File: config.mk
export PLATFORM = sky130hd
export DESIGN_NAME = if_fetch_unit
export DESIGN_NICKNAME = d
export VERILOG_FILES = /design/src/rtl/if_fetch_unit.sv
export SDC_FILE = /design/constraint.sdc
export NUM_CORES = 1
export LEC_CHECK = 0
export CAP_MARGIN = 0
export CORE_MARGIN = 1
export CORE_UTILIZATION = 25
export CTS_CLUSTER_DIAMETER = 200
export DETAILED_ROUTE_END_ITERATION = 8
export PLACE_DENSITY = 0.55
export SETUP_SLACK_MARGIN = 0.05
export SLEW_MARGIN = 15
export SYNTH_ARGS = -nofsm -noshare
export SYNTH_HDL_FRONTEND = slang
export SYNTH_SLANG_ARGS = --single-unit
File: constraint.sdc
create_clock -name clk -period 5.7 [get_ports clk]
set_input_delay 1.14 -clock clk [delete_from_list [all_inputs] [get_ports clk]]
set_output_delay 1.14 -clock clk [all_outputs]
set_load 0.005 [all_outputs]
File: src/rtl/if_fetch_unit.sv
// Instruction-fetch front end: owns the PC, handshakes with the instruction ROM and feeds the IF-to-ID register.
// Optional macro IF_ALIGN_CHECK_EN adds fetch_misalign_o and blocks fetches from a misaligned PC.
module if_fetch_unit #(
    parameter int                    ADDR_WIDTH   = 32,
    parameter int                    INST_WIDTH   = 32,
    parameter logic [ADDR_WIDTH-1:0] RESET_VECTOR = '0,
    parameter int                    PC_STEP      = 4
) (
    input  logic                  clk,
    input  logic                  rst,
    input  logic                  stall_current_stage,
    input  logic                  flush,
    input  logic [ADDR_WIDTH-1:0] exc_pc,
    input  logic                  branch_flag,
    input  logic [ADDR_WIDTH-1:0] branch_addr,
    output logic                  rom_en,
    output logic [ADDR_WIDTH-1:0] rom_addr,
    input  logic                  rom_ready,
    input  logic [INST_WIDTH-1:0] rom_data,
    output logic [ADDR_WIDTH-1:0] addr_o,
    output logic [INST_WIDTH-1:0] inst_o,
`ifdef IF_ALIGN_CHECK_EN
    output logic                  fetch_misalign_o,
`endif
    output logic                  stall_req_o
);

    typedef enum logic [1:0] {IDLE, REQ, HOLD} state_t;

    localparam logic [ADDR_WIDTH-1:0] STEP = ADDR_WIDTH'(PC_STEP);

    state_t                state, state_nxt;
    logic [ADDR_WIDTH-1:0] pc, pc_nxt;
    logic [ADDR_WIDTH-1:0] buf_addr, buf_addr_nxt;
    logic [INST_WIDTH-1:0] buf_inst, buf_inst_nxt;
    logic                  misalign;

    assign rom_addr = pc;

`ifdef IF_ALIGN_CHECK_EN
    assign misalign         = (pc[1:0] != 2'b00);
    assign fetch_misalign_o = (state == REQ) && misalign;
`else
    assign misalign = 1'b0;
`endif

    always_ff @(posedge clk or negedge rst) begin
        if (!rst) begin
            state    <= IDLE;
            pc       <= RESET_VECTOR;
            buf_addr <= RESET_VECTOR;
            buf_inst <= '0;
        end else begin
            state    <= state_nxt;
            pc       <= pc_nxt;
            buf_addr <= buf_addr_nxt;
            buf_inst <= buf_inst_nxt;
        end
    end

    always_comb begin
        state_nxt    = state;
        pc_nxt       = pc;
        buf_addr_nxt = buf_addr;
        buf_inst_nxt = buf_inst;
        rom_en       = 1'b0;
        addr_o       = pc;
        inst_o       = '0;
        stall_req_o  = 1'b0;

        case (state)
            IDLE: begin
                stall_req_o = 1'b1;
                state_nxt   = REQ;
            end
            REQ: begin
                // A misaligned PC parks here until a redirect arrives.
                if (!misalign) begin
                    rom_en = 1'b1;
                    if (!rom_ready) begin
                        stall_req_o = 1'b1;
                    end else begin
                        inst_o = rom_data;
                        if (stall_current_stage) begin
                            state_nxt    = HOLD;
                            buf_addr_nxt = pc;
                            buf_inst_nxt = rom_data;
                        end else begin
                            pc_nxt = pc + STEP;
                        end
                    end
                end
            end
            HOLD: begin
                // Buffered pair stays visible through the release cycle so ID latches it once.
                addr_o = buf_addr;
                inst_o = buf_inst;
                if (!stall_current_stage) begin
                    pc_nxt    = pc + STEP;
                    state_nxt = REQ;
                end
            end
            default: state_nxt = IDLE;
        endcase

        if (flush || branch_flag) begin
            inst_o      = '0;
            stall_req_o = 1'b0;
            state_nxt   = REQ;
            pc_nxt      = flush ? exc_pc : branch_addr;
        end
    end

endmodule

==> impl_metrics.json <==
{
  "status": "completed",
  "hpwlAfterDp_mm": 11.93,
  "drive_gt1_share_pct": 16.23,
  "die_x_microns": 149.1,
  "nets": 824,
  "syn_area_sq_um": 5413,
  "h-tree-depth": 3,
  "vias": 4803,
  "power_mw": 1.999,
  "peakVddDrop_mv": 0.1302,
  "firstDrtPassIters": 4,
  "clock-sinks": 98,
  "area_growth_pct": 47.30,
  "layoutNonFillerInstCount": 996,
  "min_period_over_period_pct": 76.28,
  "overflow": 0,
  "die_y_microns": 149.1,
  "wl_per_cell_microns": 17.33,
  "post-place-ws_ps": 1357,
  "tns_ps": 0,
  "seq_area_frac_synth_pct": 45.31,
  "drtIter0Drc": 222,
  "yosys_warnings": 0,
  "cts_setup_buffers": 0,
  "relSlewSlack_pct": 36.57,
  "hp-class": "register to register",
  "ff2ff_path_depth": 7,
  "cts_inserted_buffers": 9,
  "cap_violations": 0,
  "hold_slack_ps": 488.3,
  "fmax_mhz": 230.0,
  "synth_cell_types": 47,
  "leakagePower_nw": 3.098,
  "synth_top_area_cell": "dfrtp_1",
  "antenna_left": 0,
  "synthesis.nets": 643,
  "grt_max_degree": 78,
  "core_sq_um": 21150,
  "drt-total-wl_mm": 17.27,
  "ys_seq_elements": 98,
  "cp-start-kind": "input pin",
  "clock_path_buffers": 2,
  "path_cells": "clkdlybuf4s50_1, and2_1, buf_4, a22oi_1, nor2_1, clkdlybuf4s50_1",
  "syn_inst": 536,
  "cp.required_ps": 4560,
  "grt_pass1_wl_mm": 27.07,
  "postLayoutCoreUtil_pct": 37.69,
  "postCtsResizedCells": 0,
  "root_buffer": "clkbuf_16",
  "netlist.area_leader.share_pct": 45.31,
  "drc": 0,
  "drv_slew": 0,
  "tritoncts": "built",
  "fin_area_sq_um": 7973,
  "placedInstanceArea_sq_um": 7677,
  "cp.arrival_ps": 3210,
  "hold_violations": 0,
  "fin_crit_ps": 4348,
  "synthTopCellsByArea": "dfrtp_1 45%, mux2_2 17%, a22oi_1 6.7%, o21ai_0 3.7%, nor2_1 3.3%",
  "die_area_sq_um": 22240,
  "port_buffers": 199,
  "crit_path_top_delay_cell": "clkdlybuf4s50_1",
  "setup_viol": 0,
  "path_max_fanout": 24,
  "yosys_most_used_dff": "dfrtp_1",
  "synth_common_cells": "98 x dfrtp_1, 82 x mux2_2, 48 x a22oi_1, 48 x nor2_1, 40 x o21ai_0",
  "critPathCaptureType": "output port",
  "clkTransAtPathRegs_ps": 70,
  "clk_latency_ps": 350,
  "postSynth.asyncResetShare_pct": 100.0,
  "rows": 53,
  "r2r_slack_ps": 2680,
  "worst_pin_slew_ps": 951.4,
  "synth-edff-count": 0,
  "fin_ws_ps": 1352,
  "antenna_found_initial": 0,
  "groute.usage.overall_pct": 15.82,
  "crit_type": "input pin to output port",
  "start_util_pct": 25.59,
  "finalClockSkew_ps": 6.861,
  "io_pins": 200,
  "dp_cells": 981,
  "grt_pass1_vias": 4850,
  "whs_path_depth": 2,
  "gp_congestion": 0.7301,
  "rsz0062_at_grt": "no",
  "antennaDiodeCount": 0,
  "via_per_inst": 4.822,
  "powerDensity_nw_per_um2": 250.7,
  "yosysMostFrequentCell": "dfrtp_1",
  "syn_avg_cell_area_sq_um": 10.10,
  "critPathMaxStageDelay_ps": 530,
  "cp_common_cell": "clkdlybuf4s50_1",
  "hold_buffers": 0
}
critical path, delay by kind of cell:
family | cells | cell delay [ps]
AOI/OAI and AO/OA | 1 | 100
buffers and inverters | 3 | 1390
and+or+nand+nor | 2 | 560
layout by cell type, fill, tap and decap left out, types with 3 or more instances in the layout:
cell             instances
clkdlybuf4s50_1        198
dfrtp_1                 98
mux2_2                  82
nor2_1                  48
a22oi_1                 48
o21ai_0                 40
nand2_1                 37
a21oi_1                 24
nand3_1                 15
inv_1                   13
nand4_1                 10
buf_4                   10
clkbuf_16                9
xor2_1                   8
o22ai_1                  6
mux2i_1                  5
o31ai_1                  5
a2bb2oi_1                5
a31oi_1                  5
xnor2_1                  4
ha_1                     4
nor3_1                   3
nor2b_1                  3
and3_1                   3
a22o_1                   3
clkinvlp_4               3
layer usage:
layer  vias to the layer above  track usage (%)  part of all wire [%]
met4                         0            5.000                   1.3
met2                       139            26.23                    47
met5                         -                0                     0
met3                        13            2.844                   5.7
met1                      2337            20.78                    46
li1                       2314                -                     -
cells by family (layout without fill, tap and decap cells):
kind of cell,Yosys count,in the layout,share of synthesized area [%]
XOR/XNOR,12,12,1.942
flip-flops,98,98,45.31
buffers and inverters,51,236,3.791
multiplexers,87,87,17.98
AND/OR/NAND/NOR,138,138,12.58
adder cells (fa/ha/maj),5,5,1.156
AO/OA/AOI/OAI,145,145,17.25
final timing paths:
kind                              start           end
max reg2reg                    state[0]  rom_addr[23]
max                           rom_ready     inst_o[6]
min                        buf_addr[23]  buf_addr[23]
max in group asynchronous           rst  rom_addr[12]
min reg2reg                buf_addr[23]  buf_addr[23]
min in group asynchronous           rst   buf_inst[8]
area by class of cell:
type                            count  area (sq um)
Sequential cell                    98          2452
Inverter                           13         48.80
Fill cell                        2144         13180
Clock buffer                       11         242.7
Multi-Input combinational cell    387          2775
Timing Repair Buffer              208          2057
Clock inverter                      4         52.55
Tap cell                          275         344.1
where the power goes:
part	switching [mW]	internal (mW)
sequential	0.0904	0.813
combinational	0.184	0.289
clock	0.273	0.350
total	0.547	1.45
sequential cells by signal, summed over array words and instances, names as in the netlist:
name / flops
state: 2
rom_addr: 32
buf_inst: 32
buf_addr: 32
(Power assumes the default switching activity.)
